--- src/rtl/instruction_fetch.sv ---
// Instruction fetch: owns the PC, fetches words over req/gnt/rvalid and queues two {pc, ins} for decode.
// Latency: IMEM_RVALID in cycle N shows as INS_VALID in N+1; at most one fetch in flight.
// Backpressure: INS_READY low fills the 2-entry queue, after which IMEM_REQ stays low until decode pops.

module fifo #(
  parameter int WIDTH = 64,
  parameter int DEPTH = 2,
  parameter int CW    = $clog2(DEPTH + 1)
) (
  input  logic             clk,
  input  logic             rst_n,
  input  logic             flush,
  input  logic             push_vld,
  input  logic [WIDTH-1:0] push_dat,
  output logic             pop_vld,
  input  logic             pop_rdy,
  output logic [WIDTH-1:0] pop_dat,
  output logic [CW-1:0]    count
);
  localparam int PW = (DEPTH > 1) ? $clog2(DEPTH) : 1;

  logic [WIDTH-1:0] mem [DEPTH];
  logic [PW-1:0]    wr_ptr;
  logic [PW-1:0]    rd_ptr;
  logic             pop_fire;

  function automatic logic [PW-1:0] ptr_inc(input logic [PW-1:0] p);
    return (p == PW'(DEPTH - 1)) ? '0 : p + 1'b1;
  endfunction

  assign pop_vld  = (count != '0);
  assign pop_fire = pop_vld & pop_rdy;
  assign pop_dat  = mem[rd_ptr];

  // Storage needs no reset: pop_vld masks whatever the entries hold.
  always_ff @(posedge clk) begin
    if (push_vld) begin
      mem[wr_ptr] <= push_dat;
    end
  end

  always_ff @(posedge clk or negedge rst_n) begin
    if (!rst_n) begin
      wr_ptr <= '0;
      rd_ptr <= '0;
      count  <= '0;
    end else if (flush) begin
      wr_ptr <= '0;
      rd_ptr <= '0;
      count  <= '0;
    end else begin
      if (push_vld) begin
        wr_ptr <= ptr_inc(wr_ptr);
      end
      if (pop_fire) begin
        rd_ptr <= ptr_inc(rd_ptr);
      end
      case ({push_vld, pop_fire})
        2'b10:   count <= count + 1'b1;
        2'b01:   count <= count - 1'b1;
        default: count <= count;
      endcase
    end
  end
endmodule

module instruction_fetch #(
  parameter logic [31:0] RESET_PC = 32'h0000_0000
) (
  input  logic        CLK,
  input  logic        RST_N,
  output logic        IMEM_REQ,
  output logic [31:0] IMEM_ADDR,
  input  logic        IMEM_GNT,
  input  logic        IMEM_RVALID,
  input  logic [31:0] IMEM_RDATA,
  input  logic        REDIRECT,
  input  logic [31:0] REDIRECT_PC,
  output logic        INS_VALID,
  output logic [31:0] INS,
  output logic [31:0] PC,
  input  logic        INS_READY
);
  typedef struct packed {
    logic [31:0] pc;
    logic [31:0] ins;
  } fetch_ent_t;

  localparam logic [1:0] IDLE  = 2'd0;
  localparam logic [1:0] REQ   = 2'd1;
  localparam logic [1:0] WAIT  = 2'd2;
  localparam logic [1:0] DRAIN = 2'd3;

  logic [1:0]  state;
  logic [31:0] fetch_pc;
  logic [31:0] req_pc;
  logic        outstanding;
  logic [1:0]  fifo_count;
  logic [2:0]  occupancy;
  logic        grant;
  logic        push_vld;
  fetch_ent_t  push_dat;
  logic        head_vld;
  fetch_ent_t  head_dat;
  logic [31:0] redirect_tgt;
  logic        redirect_pc_unused;

  assign redirect_tgt       = {REDIRECT_PC[31:2], 2'b00};
  assign redirect_pc_unused = ^REDIRECT_PC[1:0];

  // Queue slots plus the in-flight fetch never exceed two, so a push always has room.
  assign occupancy = {1'b0, fifo_count} + {2'b00, outstanding};
  assign IMEM_REQ  = (state == REQ) && (occupancy < 3'd2);
  assign IMEM_ADDR = fetch_pc;
  assign grant     = IMEM_REQ & IMEM_GNT;

  // A response arriving with a redirect belongs to the old path and is dropped.
  assign push_vld = (state == WAIT) & IMEM_RVALID & ~REDIRECT;
  assign push_dat = {req_pc, IMEM_RDATA};

  always_ff @(posedge CLK or negedge RST_N) begin
    if (!RST_N) begin
      state       <= IDLE;
      fetch_pc    <= RESET_PC;
      req_pc      <= '0;
      outstanding <= 1'b0;
    end else begin
      if (grant) begin
        req_pc <= fetch_pc;
      end

      case (state)
        IDLE: state <= REQ;
        REQ: begin
          if (grant) begin
            outstanding <= 1'b1;
            state       <= REDIRECT ? DRAIN : WAIT;
          end
        end
        WAIT: begin
          if (IMEM_RVALID) begin
            outstanding <= 1'b0;
            state       <= REQ;
          end else if (REDIRECT) begin
            state <= DRAIN;
          end
        end
        DRAIN: begin
          if (IMEM_RVALID) begin
            outstanding <= 1'b0;
            state       <= REQ;
          end
        end
        default: state <= IDLE;
      endcase

      if (REDIRECT) begin
        fetch_pc <= redirect_tgt;
      end else if (grant) begin
        fetch_pc <= fetch_pc + 32'd4;
      end
    end
  end

  fifo #(
    .WIDTH($bits(fetch_ent_t)),
    .DEPTH(2)
  ) u_queue (
    .clk      (CLK),
    .rst_n    (RST_N),
    .flush    (REDIRECT),
    .push_vld (push_vld),
    .push_dat (push_dat),
    .pop_vld  (head_vld),
    .pop_rdy  (INS_READY),
    .pop_dat  (head_dat),
    .count    (fifo_count)
  );

  // Empty queue presents all-zero words so decode sees a bubble.
  assign INS_VALID = head_vld;
  assign INS       = head_vld ? head_dat.ins : '0;
  assign PC        = head_vld ? head_dat.pc  : '0;
endmodule

--- config.mk ---
export PLATFORM = sky130hd
export DESIGN_NAME = instruction_fetch
export DESIGN_NICKNAME = d
export VERILOG_FILES = /design/src/rtl/instruction_fetch.sv
export SDC_FILE = /design/constraint.sdc
export NUM_CORES = 1
export LEC_CHECK = 0
export ABC_AREA = 1
export CAP_MARGIN = 20
export CORE_MARGIN = 2
export CORE_UTILIZATION = 50
export CTS_BUF_LIST = sky130_fd_sc_hd__clkbuf_4 sky130_fd_sc_hd__clkbuf_8 sky130_fd_sc_hd__clkbuf_16
export CTS_CLUSTER_DIAMETER = 40
export DETAILED_ROUTE_END_ITERATION = 12
export MAX_ROUTING_LAYER = met4
export PLACE_DENSITY_LB_ADDON = 0.08
export SYNTH_ARGS = -nofsm -noshare
export SYNTH_HDL_FRONTEND = slang
export SYNTH_HIERARCHICAL = 1
export SYNTH_SLANG_ARGS = --single-unit
--- constraint.sdc ---
create_clock -name CLK -period 5.1 [get_ports CLK]
set_input_delay 0.765 -clock CLK [delete_from_list [all_inputs] [get_ports CLK]]
set_output_delay 0.765 -clock CLK [all_outputs]
set_load 0.005 [all_outputs]
# == Yosys cells after proc, flatten, opt, wreduce, memory -nomap -nowiden ==
# Memory sizes are Yosys's and may differ from the RTL's.
# Cells that the tools add are included.
# word_totals
elab_cells,63
output_inout_bits,98
in_bits,70
ramBits,128
mem_count,1
regBits,71
# op_classes
n_bitwise,5
n_reduce_logical,11
muxes,23
addsub,6
eq_ne,9
order_cmp,1
# mem_list
memory,words,word_bits,read_ports,rd_clocked_by_memory_dff,wr,line,rtl
u_queue.mem,2,64,1,0,1,22,logic [WIDTH-1:0] mem [DEPTH];
# op_table
op,count
2-to-1 mux 32 bit,4
"adder 32 x 3 -> 32 bit, second input constant",1
2-to-1 mux 1 bit,11
2-to-1 mux 2 bit,5
nonzero test 2 bit,5
case mux 2 bit (4 select lines),1
"== test 2 bit, second input constant",3
AND reduction 3 bit,2
AND 1 bit,4
"== test 2 x 1 -> 1 bit, second input constant",2
"!= test 2 bit, second input constant",2
case mux 2 bit (2 select lines),1
adder 2 x 1 -> 3 bit,1
"< comparator 3 x 2 -> 1 bit, second input constant",1
"!= test 3 bit, second input constant",1
nonzero test 3 bit,1
"adder 1 bit, second input constant",2
"adder 2 x 1 -> 2 bit, second input constant",1
logical NOT 2 bit,1
"!= test 2 x 1 -> 1 bit, second input constant",1
case mux 1 bit (2 select lines),1
OR reduction 2 bit,1
"subtractor 2 x 1 -> 2 bit, second input constant",1
logical AND 1 bit,1
NOT 1 bit,1

# == Logic depth before layout (Yosys ltp) ==
# logic_depth
ltp_word,6
ltp_mapped,10
ltp_nobuf,9

# == Modules after synthesis ==
# Netlist, hierarchy kept.
# modules_own_cells
module,seq_area_each_um2,instances,area_per_inst_um2,cells_per_inst
fifo,3943.8,1,4898.4,367
instruction_fetch,1576.5,1,4078.9,627

# == Least setup slack after synthesis ==
# Ideal clock, no wire load.
# synth_timing
path_kind,input to register
from,input port REDIRECT
to,"memory u_queue.mem[0][0], enable pin"
arrival_ns,4.160
required_time_ns,4.614
setup_ns,0.486
stages,5
setup_slack_ns,0.454
n_path_buf,2
path_cell_list,buf_2 -> clkbuf_1 -> nor2_1 -> inv_1 -> nor2_1
# synth_via
elab_chain_cells,4
# synth_rtl
item,line,rtl
start: declaration,77,"input logic REDIRECT,"
NOT 1 bit,118,assign push_vld = (state == WAIT) & IMEM_RVALID & ~REDIRECT;
AND 1 bit,118,
via push_vld,101,logic push_vld;
2-to-1 mux 1 bit,37,if (push_vld) begin
2-to-1 mux 1 bit (not written as such),38,mem[wr_ptr] <= push_dat;
end: declaration,22,
# The timed path passes the listed nets, and every way through them passes these cells.

==> results.yml <==
yosys:
  netlist_instances: 994
  syn_area_um2: 8980
  synth_top_cells_by_area: "edfxtp_1, dfrtp_1, nand2_1"
  post_synth.cell_area_avg_um2: 9.03
  post-synth-top-area-cell: "edfxtp_1"
  synth.ff_latch_count: 195
  synth_warnings: 6
  synth_seq_area_share_pct: 61.5
  synth_top_cell_area_share_pct: 42.8
  synth.lib_cells_used.distinct: 29
pwr:
  cellPowerDensity_nw_per_um2: 393
  irDropWorstVdd_v: 0.000274
  report.power.total_uw: 4450
  power.static_leakage_uw: 0.00516
worst_setup_path:
  cp_data_arrival_time_ns: 2.54
  timing.critical_path.fanout_max: 36
  ff2ff_setup_slack_ns: 2.69
  startpoint: "u_queue/rd_ptr"
  worst-setup-path-type: "flop to output pin"
  critical_path.reg2reg.startpoint: "state[1]"
  worst_ep_required_time_ns: 4.34
  cp-start-kind: "flop"
  crit_path_end_kind: "output pin"
cells_and_area:
  final_net_count: 1225
  design_area_um2: 11300
  total_area_of_multi_input_combinational_cells_um2: 2770
  drive_above_1_share_pct: 5.58
  flow.area_growth_from_synthesis_pct: 26.1
  fillers: 1475
  antenna-diode-count: 0
  layout_common_cells: "nand2_1, clkdlybuf4s50_1, edfxtp_1"
  most_frequent_standard_cell_in_the_layout_excluding_fill_and_tap_cells: "nand2_1"
  regArea_um2: 5520
drt:
  initialDrtViolationCount: 435
  drt_pre_antenna_iters: 5
  topRoutingLayerUsed: "met4"
  remaining_number_of_nets_flagged_by_the_antenna_check_after_routing: 0
  wl_met2_um: 8690
  post_dr_wirelength_cell_um: 13.4
  wl_met1_um: 8550
  met3_wirelength_um: 1050
  routed_wl_um: 18600
  drt-vias-per-instance: 4.71
  routed-via-count: 6548
  drcViolationCount: 0
run:
  max_cap_viol_count: 0
die:
  design.core.area_um2: 17400
  die_x_um: 138
  design.die.area_um2: 19000
  ios: 168
  placementRows: 48
  initial_core_util_pct: 51.5
  die_y_um: 138
placed_design:
  placement.io_buffers: 163
  dpl_worst_slack_ns: 1.95
  dp.final_hpwl_um: 12300
  dpl_cell_area_um2: 10700
  place_congestion: 0.873
clock_tree:
  clock_sink_count: 195
  cts_resized: 0
  clock_insertion_delay_worst_skew_ns: 0.42
  numCtsBuffers: 17
  cts.htree.levels: 4
  cts_post_setup_buffers_inserted: 0
  cts_tree: "built"
  cts-root-buf: "clkbuf_16"
  ctsLongestPathBuffers: 2
  cts_hold_buf: 0
  path_clk_slew_ns: 0.06
hold_path:
  worstHoldPathType: "flop to flop"
  hold_path.startpoint: "req_pc[13]"
sta:
  setup_repair_after_global_routing_missed_its_margin: "false"
  final.min_clock_period_ns: 3.31
  final-setup-viol-count: 0
  final.setup.tns_ns: 0
  achievable-frequency_mhz: 302
  slew_violations: 0
  fin_skew_ns: 0.00562
  maxSlewHeadroom_pct: 40.9
  timing_hold_violations_final: 0
  finalWorstSetupSlack_ns: 1.79
  transition_at_the_pin_with_the_smallest_max_transition_slack_ns: 0.886
  timing.final.crit_share_pct: 64.9
global_routing:
  antenna_found_initial: 0
  first_pass_grt_wire_length_um: 29600
  grt_pass1_vias: 6056
  total_track_usage_pct: 21.1
  grt.overflow.total: 0
  largest_net_degree_at_the_start_of_global_routing: 69
run_status:
  status: "finished, final reports clean"
[state kept, by name (all words and copies together), names as in the netlist]
register	flops
IMEM_ADDR	30
outstanding	1
req_pc	30
state	2
u_queue/count	2
u_queue/mem	128
u_queue/rd_ptr	1
u_queue/wr_ptr	1
[Yosys cell counts]
| library cell | n |
|---|---|
| nor2_8 | 1 |
| inv_2 | 3 |
| o21ai_0 | 54 |
| edfxtp_1 | 128 |
| nand2_1 | 445 |
| nor2_4 | 7 |
| nor3_1 | 1 |
| inv_1 | 127 |
| buf_6 | 3 |
| nand4_1 | 4 |
| a21oi_1 | 4 |
| buf_2 | 5 |
| nand2_2 | 3 |
| dfrtp_1 | 67 |
| nand3_1 | 45 |
| xor2_1 | 5 |
| nor2_1 | 37 |
| o211ai_1 | 5 |
| o21ai_1 | 1 |
| clkbuf_1 | 14 |
| buf_4 | 15 |
| nand3_4 | 1 |
| ha_1 | 4 |
| xnor2_1 | 2 |
| nand2_4 | 4 |
| and2_1 | 2 |
| conb_1 | 1 |
| o21bai_1 | 2 |
| nor2_2 | 4 |
[cells by family after synthesis]
logic type	synth area share, %
simple gates	25.4
other cells	0.0418
compound gates	3.87
fa+ha+maj	0.558
buf+inv	7.93
xor+xnor	0.683
flops	61.5
[worst paths after layout]
kind | to | depth (start not counted)
max | INS[12] | 7
max in group asynchronous | u_queue/rd_ptr | 2
min in group asynchronous | IMEM_ADDR[2] | 2
min reg2reg | u_queue/mem[1][45] | 0
max reg2reg | IMEM_ADDR[4] | 9
min | u_queue/mem[1][45] | 0
[through the flow]
| step | utilization (%) | hold slack (ns) | std cells |
|---|---|---|---|
| after floorplan | - | 0.442 | 999 |
| after global placement | 61.7 | 0.450 | 1357 |
| after detailed placement | 61.7 | 0.453 | 1357 |
| after CTS | 65.0 | 0.468 | 1389 |
| after global routing | 65.0 | 0.489 | 1389 |
| final | 65.0 | 0.472 | 1389 |
[area by class of cell]
cell class	count	share of cell area (%)
Sequential cell	195	48.8
Inverter	130	4.31
Timing Repair Buffer	170	14.8
Multi-Input combinational cell	637	24.5
Clock buffer	20	3.96
Clock inverter	12	1.17
Tap cell	225	2.49
[power breakdown]
| group | internal [µW] | switching, µW | leakage [µW] |
|---|---|---|---|
| sequential | 1950 | 183 | 0.00199 |
| combinational | 470 | 558 | 0.00289 |
| clock | 739 | 555 | 0.000282 |
[metal layers]
layer | GRT usage, % | vias to the layer above
met5 | - | -
met4 | 6.86 | 0
met3 | 4.09 | 21
met2 | 32.8 | 170
met1 | 28.2 | 2945
li1 | - | 3412
[critical path: stages (launching register included)]
cell and delay (ns):
dfrtp_2 0.41, inv_2 0.46, buf_4 0.44, nand2_1 0.09, nand2_1 0.07, nand2_1 0.07, inv_1 0.08, clkdlybuf4s50_1 0.49
Power figures use the tool's default switching activity.
